===== config.mk =====
export PLATFORM = sky130hd
export DESIGN_NAME = sysid_verify_master
export DESIGN_NICKNAME = d
export VERILOG_FILES = /design/src/rtl/sysid_pkg.sv /design/src/rtl/sysid_read_attempt.sv /design/src/rtl/sysid_verify_master.sv
export SDC_FILE = /design/constraint.sdc
export NUM_CORES = 1
export LEC_CHECK = 0
export CAP_MARGIN = 30
export CORE_MARGIN = 4
export CORE_UTILIZATION = 25
export DETAILED_ROUTE_END_ITERATION = 6
export PLACE_DENSITY = 0.54
export RECOVER_POWER = 25
export SYNTH_ARGS = -nofsm -noshare
export SYNTH_HDL_FRONTEND = slang
export SYNTH_SLANG_ARGS = --single-unit

===== constraint.sdc =====
create_clock -name clock -period 3.6 [get_ports clock]
set_input_delay 1.08 -clock clock [delete_from_list [all_inputs] [get_ports clock]]
set_output_delay 1.08 -clock clock [all_outputs]
set_load 0.01 [all_outputs]

===== src/rtl/sysid_pkg.sv =====
// Shared types and constants for the system-ID verify master.
// Word offsets match the system-ID slave register map.
package sysid_pkg;

    typedef enum logic [2:0] {
        ST_IDLE,
        ST_ID_REQ,
        ST_ID_WAIT,
        ST_TS_REQ,
        ST_TS_WAIT,
        ST_CHECK,
        ST_DONE,
        ST_ERROR
    } state_t;

    localparam logic SYSID_WORD_ID = 1'b0;
    localparam logic SYSID_WORD_TS = 1'b1;

    localparam int DEFAULT_TIMEOUT = 1024;

endpackage


===== src/rtl/sysid_read_attempt.sv =====
// Single-word Avalon-MM read with a per-attempt timeout and retry budget.
// The caller owns sequencing; this block reports accept/valid/retry/fail.
module sysid_read_attempt
    import sysid_pkg::*;
#(
    parameter int TIMEOUT_CYCLES = DEFAULT_TIMEOUT,
    parameter int MAX_RETRIES    = 3
) (
    input  logic        clock,
    input  logic        reset_n,
    input  logic        in_req,
    input  logic        in_wait,
    input  logic        word,
    input  logic        avm_waitrequest,
    input  logic        avm_readdatavalid,
    input  logic [31:0] avm_readdata,
    output logic        avm_read,
    output logic        avm_address,
    output logic        accepted,
    output logic        valid,
    output logic [31:0] data,
    output logic        retry,
    output logic        fail
);

    localparam int CW = (TIMEOUT_CYCLES > 1) ? $clog2(TIMEOUT_CYCLES) : 1;
    localparam logic [CW-1:0] LAST = CW'(TIMEOUT_CYCLES - 1);
    localparam logic [3:0] RMAX = 4'(MAX_RETRIES);

    logic [CW-1:0] cycles;
    logic [3:0]    retries;
    logic          active;
    logic          expired;
    logic          can_retry;

    assign active      = in_req | in_wait;
    assign avm_read    = in_req;
    assign avm_address = word;
    assign accepted    = in_req & ~avm_waitrequest;
    assign valid       = in_wait & avm_readdatavalid;
    assign data        = avm_readdata;

    // Data arriving on the last cycle of the window still counts.
    assign expired   = active & (cycles == LAST) & ~valid;
    assign can_retry = retries < RMAX;
    assign retry     = expired & can_retry;
    assign fail      = expired & ~can_retry;

    always_ff @(posedge clock or negedge reset_n) begin
        if (!reset_n) begin
            cycles  <= '0;
            retries <= '0;
        end else begin
            if (!active || expired || valid)
                cycles <= '0;
            else
                cycles <= cycles + 1'b1;

            if (!active || valid)
                retries <= '0;
            else if (retry)
                retries <= retries + 1'b1;
        end
    end

endmodule


===== src/rtl/sysid_verify_master.sv =====
// Reads system ID and build timestamp after reset or on request and
// flags a mismatched image before the datapath is enabled.
module sysid_verify_master
    import sysid_pkg::*;
#(
    parameter logic [31:0] EXPECTED_ID        = 32'd0,
    parameter logic [31:0] EXPECTED_TIMESTAMP = 32'd1424903334,
    parameter int          TIMEOUT_CYCLES     = DEFAULT_TIMEOUT,
    parameter int          MAX_RETRIES        = 3
) (
    input  logic        clock,
    input  logic        reset_n,
    input  logic        start,
    output logic        avm_address,
    output logic        avm_read,
    input  logic        avm_waitrequest,
    input  logic        avm_readdatavalid,
    input  logic [31:0] avm_readdata,
    output logic        busy,
    output logic        done,
    output logic        id_ok,
    output logic        ts_ok,
    output logic        timeout_err,
    output logic [31:0] id_value,
    output logic [31:0] ts_value
);

    state_t      state;
    state_t      next;
    logic        auto_pending;
    logic        in_req;
    logic        in_wait;
    logic        word;
    logic        accepted;
    logic        valid;
    logic        retry;
    logic        fail;
    logic        launch;
    logic [31:0] data;

    assign in_req  = (state == ST_ID_REQ) || (state == ST_TS_REQ);
    assign in_wait = (state == ST_ID_WAIT) || (state == ST_TS_WAIT);
    assign word    = ((state == ST_TS_REQ) || (state == ST_TS_WAIT))
                     ? SYSID_WORD_TS : SYSID_WORD_ID;

    assign done        = (state == ST_DONE) || (state == ST_ERROR);
    assign timeout_err = (state == ST_ERROR);
    assign busy        = (state != ST_IDLE) && !done;

    assign launch = ((state == ST_IDLE) && (auto_pending || start))
                    || (done && start);

    sysid_read_attempt #(
        .TIMEOUT_CYCLES (TIMEOUT_CYCLES),
        .MAX_RETRIES    (MAX_RETRIES)
    ) u_attempt (
        .clock             (clock),
        .reset_n           (reset_n),
        .in_req            (in_req),
        .in_wait           (in_wait),
        .word              (word),
        .avm_waitrequest   (avm_waitrequest),
        .avm_readdatavalid (avm_readdatavalid),
        .avm_readdata      (avm_readdata),
        .avm_read          (avm_read),
        .avm_address       (avm_address),
        .accepted          (accepted),
        .valid             (valid),
        .data              (data),
        .retry             (retry),
        .fail              (fail)
    );

    always_comb begin
        next = state;
        unique case (state)
            ST_IDLE:
                if (auto_pending || start) next = ST_ID_REQ;
            ST_ID_REQ:
                if (fail)          next = ST_ERROR;
                else if (retry)    next = ST_ID_REQ;
                else if (accepted) next = ST_ID_WAIT;
            ST_ID_WAIT:
                if (valid)         next = ST_TS_REQ;
                else if (fail)     next = ST_ERROR;
                else if (retry)    next = ST_ID_REQ;
            ST_TS_REQ:
                if (fail)          next = ST_ERROR;
                else if (retry)    next = ST_TS_REQ;
                else if (accepted) next = ST_TS_WAIT;
            ST_TS_WAIT:
                if (valid)         next = ST_CHECK;
                else if (fail)     next = ST_ERROR;
                else if (retry)    next = ST_TS_REQ;
            ST_CHECK:
                next = ST_DONE;
            ST_DONE, ST_ERROR:
                if (start) next = ST_ID_REQ;
            default:
                next = ST_IDLE;
        endcase
    end

    always_ff @(posedge clock or negedge reset_n) begin
        if (!reset_n) begin
            state        <= ST_IDLE;
            auto_pending <= 1'b1;
            id_ok        <= 1'b0;
            ts_ok        <= 1'b0;
            id_value     <= '0;
            ts_value     <= '0;
        end else begin
            state <= next;
            if (state == ST_IDLE)
                auto_pending <= 1'b0;
            if (launch) begin
                id_ok <= 1'b0;
                ts_ok <= 1'b0;
            end
            if ((state == ST_ID_WAIT) && valid)
                id_value <= data;
            if ((state == ST_TS_WAIT) && valid)
                ts_value <= data;
            if (state == ST_CHECK) begin
                id_ok <= (id_value == EXPECTED_ID);
                ts_ok <= (ts_value == EXPECTED_TIMESTAMP);
            end
        end
    end

endmodule


# [Yosys cells after proc, flatten, opt, wreduce, memory -nomap -nowiden]
# Cells that the tools add are included.
# Widths: inputs -> output; s select.
[word_totals] in_bits=37 ff_bits=84 word_cells=81
[classes] n_addsub=2 n_bitwise=10 reduce_logical=23 eq_ne=15 magnitude_cmp=1 mux=22
[ops] operator="$mux 3" n=14
[ops] operator="$eq 32x31->1 const B" n=1
[ops] operator="$logic_not 32->1" n=1
[ops] operator="$pmux 3 s7" n=1
[ops] operator="$eq 3x3->1 const B" n=4
[ops] operator="$add 10x1->10 const B" n=1
[ops] operator="$eq 10x10->1 const B" n=1
[ops] operator="$mux 10" n=1
[ops] operator="$logic_or 1x1->1" n=9
[ops] operator="$mux 4" n=2
[ops] operator="$ne 4x3->1 const B" n=2
[ops] operator="$ne 4x4->1 const B" n=2
[ops] operator="$and 1x1->1" n=6
[ops] operator="$eq 3x2->1 const B" n=2
[ops] operator="$reduce_and 6->1" n=1
[ops] operator="$logic_and 1x1->1" n=5
[ops] operator="$add 4x1->4 const B" n=1
[ops] operator="$lt 4x2->1 const B" n=1
[ops] operator="$mux 1" n=4
[ops] operator="$reduce_bool 2->1" n=2
[ops] operator="$eq 3x1->1 const B" n=1
[ops] operator="$logic_not 3->1" n=1
[ops] operator="$not 1->1" n=3
[ops] operator="$reduce_bool 3->1" n=1
[ops] operator="other kinds (5)" n=6

# [Logic depth before layout (Yosys ltp)]
# Gate-level depths: netlist of run 1.
[depth] depth_word=10 mapped_depth=7 depth_no_buf=6

# [Cells and area by module]
# From an unflattened synthesis of run 1, not the netlist that was laid out.
[unflattened] cells_unflattened=318 hier_area_um2=4075.2
[modules_own_cells] mod="sysid_verify_master" seq_area_each_um2=1752.9 area_per_inst_um2=3067.9 instances=1 cells_per_inst=215
[modules_own_cells] mod="sysid_read_attempt" seq_area_each_um2=350.3 area_per_inst_um2=1007.2 instances=1 cells_per_inst=103

# [Least setup slack after synthesis of run 1]
# OpenSTA, ideal clock, no wires.
[synth_path] kind="input -> register" startpoint="input port avm_readdatavalid" endpoint="register state[0]" arrival_ps=2040 t_required_ps=3475 slack_ps=1435 setup_ps=125 stages=5 cell_sequence="nand2b_1 -> a21o_1 -> a21o_2 -> a21oi_2 -> mux2_4"
[synth_between] elab_chain_len=7 elab_cells_between_ends=19 classes_between="eq/ne (4); mux (9); bitwise (5); reduce/logical (1)"
[synth_lines] element="from (decl)" line_no="sysid_verify_master.sv:17" source="input logic avm_readdatavalid,"
[synth_lines] element="$and 1x1->1 *" line_no="sysid_read_attempt.sv:40" source="assign valid = in_wait & avm_readdatavalid;"
[synth_lines] element="$not 1->1" line_no="sysid_read_attempt.sv:44" source="assign expired = active & (cycles == LAST) & ~valid;"
[synth_lines] element="$and 1x1->1" line_no="sysid_read_attempt.sv:44"
[synth_lines] element="$and 1x1->1, on equally long branches" line_no="sysid_read_attempt.sv:47, sysid_read_attempt.sv:46"
[synth_lines] element="$mux 3, on equally long branches (2 in a row)"
[synth_lines] element="$pmux 3 s7" line_no="sysid_verify_master.sv:76" source="unique case (state)"
[synth_lines] element="to (signal assigned)" line_no="sysid_verify_master.sv:113" source="state <= next;"
[synth_lines] element="to (decl)" line_no="sysid_verify_master.sv:28" source="state_t state;"
# Every way passes the cells marked *; elsewhere a longest branch is shown, timed or not.
# A chain may end at the register's enable or synchronous reset.

# [Final worst setup path of run 1]
[layout_path] startpoint="register state[0]" endpoint="output port avm_address"
[layout_between] elab_chain_len=3 elab_cells_between_ends=4 classes_between="eq/ne (2); mux (1); reduce/logical (1)"
[layout_lines] element="$eq 3x2->1 / $eq 3x3->1 (equally long branches)" line_no="sysid_verify_master.sv:43" source="assign word = ((state == ST_TS_REQ) || (state == ST_TS_WAIT))"
[layout_lines] element="$logic_or 1x1->1 *" line_no="sysid_verify_master.sv:43"
[layout_lines] element="$mux 1 *" line_no="sysid_verify_master.sv:44" source="? SYSID_WORD_TS : SYSID_WORD_ID;"
[layout_lines] element="to (decl)" line_no="sysid_verify_master.sv:14" source="output logic avm_address,"
# Marks and branches as above.

==> impl_table.tex, run 1 <==
\begin{tabular}{lr}
\hline
Metric & Value \\
\hline
\multicolumn{2}{l}{\textbf{Timing}} \\
\quad Period utilization & 0.903 \\
\quad Hold slack & 478 ps \\
\quad Measured slew at the worst slew-check pin & 1500 ps \\
\quad Rel. slew slack & 0.00317 \\
\quad Number of hold violations in the final report & 0 \\
\quad Achievable Freq & 0.308 GHz \\
\quad Fin Clk Skew & 4.77 ps \\
\quad Summed negative setup slack over all endpoints & 0 ps \\
\quad Setup repair after global routing missed its margin & false \\
\quad Final setup violation count & 0 \\
\quad Final setup margin & 348 ps \\
\quad Pins Over Slew Limit & 0 \\
\quad Minimum clock period & 3250 ps \\
\multicolumn{2}{l}{\textbf{Floorplan}} \\
\quad Area enclosed by the die boundary & 16,800 sq um \\
\quad CORE AREA & 14,500 sq um \\
\quad Number of core rows & 44 \\
\quad Die boundary height & 129 microns \\
\quad X dimension of the die & 129 microns \\
\quad Effective utilization at floorplan & 0.255 \\
\quad Number of top-level pins & 108 \\
\multicolumn{2}{l}{\textbf{Yosys}} \\
\quad Post-synthesis instance area & 3690 sq um \\
\quad Sequential element share of the synthesized area & 0.570 \\
\quad Xor/xnor share of the synthesized area & 0.0238 \\
\quad Simple logic cell fraction of the synthesized area & 0.128 \\
\quad Share of the synthesized area in compound gates (AO/OA/AOI/OAI) & 0.0458 \\
\quad Synthesis-stage register bit count & 84 \\
\quad Synthesized instance count & 280 \\
\quad Avg Synthesized Cell Area & 13.2 sq um \\
\quad YS warnings & 0 \\
\quad Synth cell types & 49 \\
\quad Combinational family with the most area after synthesis & multiplexers \\
\quad Adder and majority gate portion of the synthesized area & 0.00679 \\
\quad Net count of the mapped netlist & 319 \\
\quad Multiplexer share of the synthesized area & 0.200 \\
\multicolumn{2}{l}{\textbf{Route}} \\
\quad Via count & 2,673 \\
\quad Post-DR vias/cell & 4.61 \\
\quad Initial drt markers & 83 \\
\quad Drt drc & 0 \\
\quad Routed WL & 9690 microns \\
\quad Number of detailed-routing iterations run before antenna repair & 5 \\
\quad Routed len/inst & 16.7 microns \\
\quad Antenna-violating nets left & 0 \\
\multicolumn{2}{l}{\textbf{CTS}} \\
\quad Clock-pin slew on the worst setup and hold paths & 60 ps \\
\quad H-tree depth reported by CTS & 3 \\
\quad Hold\_buf cts & 0 \\
\quad Max Buffers Root-to-Sink & 2 \\
\quad Post CTS Setup Buffer Count & 0 \\
\quad Clock latency of the later-clocked register in the worst-skew pair & 330 ps \\
\quad Library cell used as clock root buffer & sky130\_fd\_sc\_hd\_\_clkbuf\_16 \\
\quad CTS tree & done \\
\quad Total of cells resized after clock tree synthesis & 0 \\
\quad Total CTS buffers & 9 \\
\quad Clock sink count & 84 \\
\multicolumn{2}{l}{\textbf{Worst setup path}} \\
\quad Critical-path maximum fanout & 13 \\
\quad Max incr delay on CP & 620 ps \\
\quad CP max stage cell & sky130\_fd\_sc\_hd\_\_dfrtp\_1 \\
\quad Launching element type of the critical path & flip-flop \\
\quad Capturing element type of the critical path & primary output \\
\quad Top cell family by delay on the critical path & buffers and inverters \\
\quad Startpoint of the lowest-slack register-to-register path & state[0] \\
\quad Worst path bufs/invs & 2 \\
\quad CP Launch Point & state[0] \\
\quad Cell chain of the critical path & inv\_1 -> or3\_1 -> o21ai\_0 -> clkdlybuf4s50\_1 \\
\quad Classification of the worst setup path & reg -> out \\
\quad Critical path required time & 2520 ps \\
\quad Data arrival, critical path & 2170 ps \\
\multicolumn{2}{l}{\textbf{Global routing}} \\
\quad Initial antenna violation count & 0 \\
\quad Number of global-route vias before repair & 2,818 \\
\quad Global router's overall resource usage & 0.118 \\
\quad Wire length of the first global-routing pass & 15,300 microns \\
\quad Grt total ovfl & 0 \\
\quad Largest net degree at the start of global routing & 61 \\
\multicolumn{2}{l}{\textbf{Finish}} \\
\quad Area of all placed cells without fillers & 5240 sq um \\
\quad Share of the core filled with cells in the final layout & 0.362 \\
\quad Layout overhead on the synthesized area & 42.2\% \\
\quad Layout cell share with drive strength beyond 1 & 0.235 \\
\quad Antenna cell count & 0 \\
\quad Number of nets in the finished design & 430 \\
\multicolumn{2}{l}{\textbf{Power}} \\
\quad Peak supply drop & 0.445 mV \\
\quad Power density over the cells & 861 nW/um\^{}2 \\
\quad Reported leakage power & 2.14 nW \\
\multicolumn{2}{l}{\textbf{Min path}} \\
\quad Type of the worst min-delay path & reg -> reg \\
\quad Hold path startpoint & id\_ok \\
\multicolumn{2}{l}{\textbf{Place}} \\
\quad HPWL Detailed & 7130 microns \\
\quad Final Wtd Congestion & 0.772 \\
\quad Area after detailed placement & 4960 sq um \\
\quad Post-place setup slack & 717 ps \\
\quad Count of input and output buffers & 107 \\
\multicolumn{2}{l}{\textbf{Outcome}} \\
\quad Violations in the final reports & max-capacitance violations \\
\quad Result of the run & complete, but fails checks \\
\multicolumn{2}{l}{\textbf{Run}} \\
\quad Max-capacitance violation count & 1 \\
\hline
\end{tabular}
==> metrics by stage <==
stage               std cells  total power [mW]
finish                    580              4.52
global route              580              4.80
CTS                       580              4.60
detailed placement        564              3.68
global placement          563              3.65
floorplan                 280              2.59
==> final cells by class <==
cell class                 instances  area (sq um)
multi-input combinational        181          1490
tap                              184           230
fill                            1422          9240
inverter                           5          18.8
sequential                        84          2100
clock buffer                      12           267
clock inverter                     4          22.5
timing repair buffer             110          1110
==> cell usage in the layout (no fill, tap or decap), types with 2 or more instances in the layout <==
cell type / instances
sky130_fd_sc_hd__a211oi_1: 2
sky130_fd_sc_hd__a21o_1: 2
sky130_fd_sc_hd__a21oi_1: 7
sky130_fd_sc_hd__and4_1: 3
sky130_fd_sc_hd__buf_4: 2
sky130_fd_sc_hd__clkbuf_16: 9
sky130_fd_sc_hd__clkbuf_8: 3
sky130_fd_sc_hd__clkdlybuf4s50_1: 106
sky130_fd_sc_hd__clkinv_2: 3
sky130_fd_sc_hd__dfrtp_1: 83
sky130_fd_sc_hd__ha_1: 2
sky130_fd_sc_hd__inv_1: 4
sky130_fd_sc_hd__mux2_2: 63
sky130_fd_sc_hd__nand2_1: 13
sky130_fd_sc_hd__nand3_1: 6
sky130_fd_sc_hd__nand4_1: 2
sky130_fd_sc_hd__nand4b_1: 2
sky130_fd_sc_hd__nor2_1: 19
sky130_fd_sc_hd__nor2b_1: 5
sky130_fd_sc_hd__nor4_1: 10
sky130_fd_sc_hd__nor4b_1: 2
sky130_fd_sc_hd__nor4bb_1: 4
sky130_fd_sc_hd__o21ai_0: 3
sky130_fd_sc_hd__or3_1: 2
sky130_fd_sc_hd__xnor2_1: 2
sky130_fd_sc_hd__xor2_1: 8
==> synth_stat cells (all sizes together) <==
| master | count | area share |
|---|---|---|
| inv | 5 | 0.0051 |
| ha | 2 | 0.0068 |
| or2 | 2 | 0.0034 |
| dfrtp | 83 | 0.56 |
| o21ai | 3 | 0.0041 |
| nand4 | 2 | 0.0034 |
| xor2 | 8 | 0.019 |
| o221ai | 1 | 0.0024 |
| a31oi | 1 | 0.0017 |
| a32o | 1 | 0.0027 |
| dfstp | 1 | 0.0071 |
| nor2b | 5 | 0.0085 |
| o22ai | 1 | 0.0017 |
| and2b | 1 | 0.0020 |
| a21oi | 9 | 0.016 |
| or4 | 1 | 0.0031 |
| and3 | 1 | 0.0017 |
| nor2 | 20 | 0.022 |
| or3 | 2 | 0.0034 |
| xnor2 | 2 | 0.0048 |
| a22oi | 1 | 0.0020 |
| nor4bb | 4 | 0.011 |
| nor4b | 2 | 0.0048 |
| nand4b | 2 | 0.0048 |
| o41ai | 1 | 0.0024 |
| nor4 | 10 | 0.017 |
| mux2 | 65 | 0.20 |
| nand3 | 7 | 0.011 |
| buf | 10 | 0.021 |
| o211ai | 1 | 0.0020 |
| and2 | 1 | 0.0017 |
| and4 | 3 | 0.0071 |
| a211oi | 2 | 0.0041 |
| nand2 | 13 | 0.013 |
| a21o | 3 | 0.0064 |
| nor3 | 2 | 0.0041 |
| nand2b | 2 | 0.0054 |
==> power by group <==
group	leakage [nW]	total (mW)	switching [mW]	internal [mW]
Sequential	1.04	1.73	0.387	1.34
Clock	0.144	0.878	0.358	0.520
Combinational	0.957	1.91	0.741	1.17
Total	2.14	4.52	1.49	3.03
==> sequential cells by signal (all words and copies together), names as in the netlist <==
name and cells:
u_attempt.cycles 10, id_ok 1, id_value 32, auto_pending 1
ts_value 32, state 3, ts_ok 1, u_attempt.retries 4
==> metal layers <==
metal / wire [microns] / global-route usage / vias to the layer above
li1: - / - / 1243
met1: 4260 / 0.152 / 1314
met2: 4450 / 0.179 / 100
met3: 739 / 0.0425 / 16
met4: 247 / 0.0507 / 0
met5: 0 / 0 / -
==> worst paths after layout <==
path | depth (start not counted) | end | slack, ps
worst max-delay path | 4 | avm_address | 350
worst min-delay path | 1 | id_ok | 480
worst max register to register | 5 | id_value[1] | 1420
worst min register to register | 1 | id_ok | 480
max in group asynchronous | 2 | auto_pending | 1490
min in group asynchronous | 1 | ts_value[2] | 1100
==> logic make-up (layout without fill, tap and decap cells) <==
kind of cell	count (synthesis)	count (layout)
mux	65	65
compound gates	24	24
buf+inv	15	131
flops	84	84
xor+xnor	10	10
simple gates	80	80
fa+ha+maj	2	2
Note: power is estimated with default switching activity, not from simulation.
==> run 2: changes to the inputs <==
SLEW_MARGIN = 20   (was unset)
==> run 2 against run 1 <==
The run now ends clean. Largest power group unchanged. Non-clock buffer count is the same. First-iteration DRC count shrank 1.2%. Total power grew 2.1%. Maximum frequency grew 0.48%. Final cell count is the same. Critical endpoint unchanged. Via count shrank 0.71%. Cell area grew 0.24%.
==> impl_table.tex, run 2 (same netlist as run 1, synthesis figures left out) <==
\begin{tabular}{lr}
\hline
Metric & Value \\
\hline
\multicolumn{2}{l}{\textbf{Outcome}} \\
\quad Result of the run & completed \\
\multicolumn{2}{l}{\textbf{Worst setup path}} \\
\quad Critical-path maximum fanout & 13 \\
\quad Capturing element type of the critical path & primary output \\
\quad Classification of the worst setup path & reg -> out \\
\quad Reg2reg end & id\_value[31] \\
\quad FF-to-FF path depth & 5 \\
\quad Launching element type of the critical path & flip-flop \\
\quad Data arrival, critical path & 2160 ps \\
\quad Critical path required time & 2520 ps \\
\quad Startpoint of the lowest-slack register-to-register path & state[0] \\
\quad Register-to-Register Setup Slack & 1430 ps \\
\multicolumn{2}{l}{\textbf{CTS}} \\
\quad H-tree depth reported by CTS & 3 \\
\quad CTS tree & done \\
\quad Max Buffers Root-to-Sink & 2 \\
\quad Clock sink count & 84 \\
\quad Clock latency of the later-clocked register in the worst-skew pair & 340 ps \\
\quad Post CTS Setup Buffer Count & 0 \\
\quad Hold\_buf cts & 0 \\
\quad Total of cells resized after clock tree synthesis & 0 \\
\quad Library cell used as clock root buffer & sky130\_fd\_sc\_hd\_\_clkbuf\_16 \\
\quad Total CTS buffers & 9 \\
\quad Clock-pin slew on the worst setup and hold paths & 60 ps \\
\multicolumn{2}{l}{\textbf{Route}} \\
\quad Number of detailed-routing iterations run before antenna repair & 4 \\
\quad Routed WL & 9810 microns \\
\quad Via count & 2,654 \\
\quad Post-DR vias/cell & 4.58 \\
\quad Drt drc & 0 \\
\quad Initial drt markers & 82 \\
\quad Routed len/inst & 16.9 microns \\
\quad Antenna-violating nets left & 0 \\
\multicolumn{2}{l}{\textbf{Finish}} \\
\quad Layout cell share with drive strength beyond 1 & 0.237 \\
\quad Fill cell total of the finished layout & 1,423 \\
\quad Antenna cell count & 0 \\
\quad Number of nets in the finished design & 430 \\
\quad Most common cell after layout, fill and taps aside & sky130\_fd\_sc\_hd\_\_clkdlybuf4s50\_1 \\
\quad Layout overhead on the synthesized area & 42.5\% \\
\quad Sequential cell area in the final layout & 2100 sq um \\
\quad Commonest cells after routing, fill and taps aside & sky130\_fd\_sc\_hd\_\_clkdlybuf4s50\_1, sky130\_fd\_sc\_hd\_\_dfrtp\_1, sky130\_fd\_sc\_hd\_\_mux2\_2 \\
\quad Multi-input combinational cell area & 1490 sq um \\
\quad Registers with the most flip-flops & id\_value (32), ts\_value (32), u\_attempt.cycles (10) \\
\multicolumn{2}{l}{\textbf{Run}} \\
\quad Max-capacitance violation count & 0 \\
\multicolumn{2}{l}{\textbf{Power}} \\
\quad Peak supply drop & 0.328 mV \\
\quad Reported leakage power & 2.15 nW \\
\quad Power density over the cells & 877 nW/um\^{}2 \\
\multicolumn{2}{l}{\textbf{Place}} \\
\quad Count of input and output buffers & 107 \\
\quad HPWL Detailed & 7150 microns \\
\quad Final Wtd Congestion & 0.772 \\
\multicolumn{2}{l}{\textbf{Floorplan}} \\
\quad Number of top-level pins & 108 \\
\quad Area enclosed by the die boundary & 16,800 sq um \\
\quad Number of core rows & 44 \\
\quad Effective utilization at floorplan & 0.255 \\
\quad X dimension of the die & 129 microns \\
\quad CORE AREA & 14,500 sq um \\
\quad Die boundary height & 129 microns \\
\multicolumn{2}{l}{\textbf{Timing}} \\
\quad Measured slew at the worst slew-check pin & 1290 ps \\
\quad Rel. slew slack & 0.142 \\
\quad Period utilization & 0.899 \\
\quad Minimum clock period & 3240 ps \\
\quad Summed negative setup slack over all endpoints & 0 ps \\
\quad Fin Clk Skew & 4.13 ps \\
\quad Final setup violation count & 0 \\
\quad Achievable Freq & 0.309 GHz \\
\quad Number of hold violations in the final report & 0 \\
\quad Setup repair after global routing missed its margin & false \\
\quad Hold slack & 480 ps \\
\quad Pins Over Slew Limit & 0 \\
\multicolumn{2}{l}{\textbf{Global routing}} \\
\quad Number of global-route vias before repair & 2,805 \\
\quad Grt total ovfl & 0 \\
\quad Global routing usage on met3 & 0.0408 \\
\quad Fraction of met2 tracks used by global routing & 0.182 \\
\quad Largest net degree at the start of global routing & 50 \\
\quad Global router's overall resource usage & 0.119 \\
\quad GR met1 Demand/Resource & 0.152 \\
\quad Initial antenna violation count & 0 \\
\quad Global route hottest layer & met2 \\
\quad Wire length of the first global-routing pass & 15,300 microns \\
\multicolumn{2}{l}{\textbf{Min path}} \\
\quad Hold path startpoint & id\_ok \\
\quad Type of the worst min-delay path & reg -> reg \\
\quad Number of stages on the worst hold path & 1 \\
\quad Worst-case hold path end point & id\_ok \\
\hline
\end{tabular}
## run 2: how the worst max path moves through the flow
stage / startpoint / endpoint / slack [ps] / depth (start not counted)
2_1_floorplan: avm_readdatavalid / state[0] / 1430 / 5
3_3_place_gp: avm_readdatavalid / ts_value[23] / 730 / 5
3_5_place_dp: avm_readdatavalid / ts_value[31] / 720 / 5
4_1_cts: state[0] / avm_address / 360 / 4
5_1_grt: state[0] / avm_address / 290 / 4
6_report: state[0] / avm_address / 360 / 4
## run 2: worst max-delay path: stages (launching register included)
cell                              delay [ps]
sky130_fd_sc_hd__dfrtp_1                 620
sky130_fd_sc_hd__inv_1                   180
sky130_fd_sc_hd__or3_1                   380
sky130_fd_sc_hd__o21ai_0                  80
sky130_fd_sc_hd__clkdlybuf4s50_1         560
## run 2: routing by layer
layer  part of all wire  vias up
met2               0.46       81
li1                   -     1241
met4              0.027        0
met1               0.45     1312
met3              0.071       20
met5                  0        -
## run 2: final cells by class
cell class,instances,share of cell area
repair buffers,110,0.207
clock buffers,13,0.0533
multi-input cells,181,0.284
inverters,5,0.00357
flip-flops and latches,84,0.400
clock inverters,3,0.00810
well taps,184,0.0438
## run 2: metrics by stage
| stage | power (mW) | util | setup slack, ps | cell area, sq um | instances |
|---|---|---|---|---|---|
| floorplan | 2.59 | - | 1430 | 3690 | 280 |
| global placement | 3.65 | 0.340 | 735 | 4930 | 563 |
| detailed placement | 3.68 | 0.342 | 717 | 4950 | 564 |
| CTS | 4.69 | 0.364 | 361 | 5270 | 580 |
| global route | 4.89 | 0.363 | 288 | 5260 | 580 |
| finish | 4.61 | 0.363 | 364 | 5260 | 580 |
## run 2: where the power goes
part | internal [mW] | switching (mW)
clock network | 0.612 | 0.367
logic | 1.17 | 0.739
registers | 1.34 | 0.389
total | 3.12 | 1.49
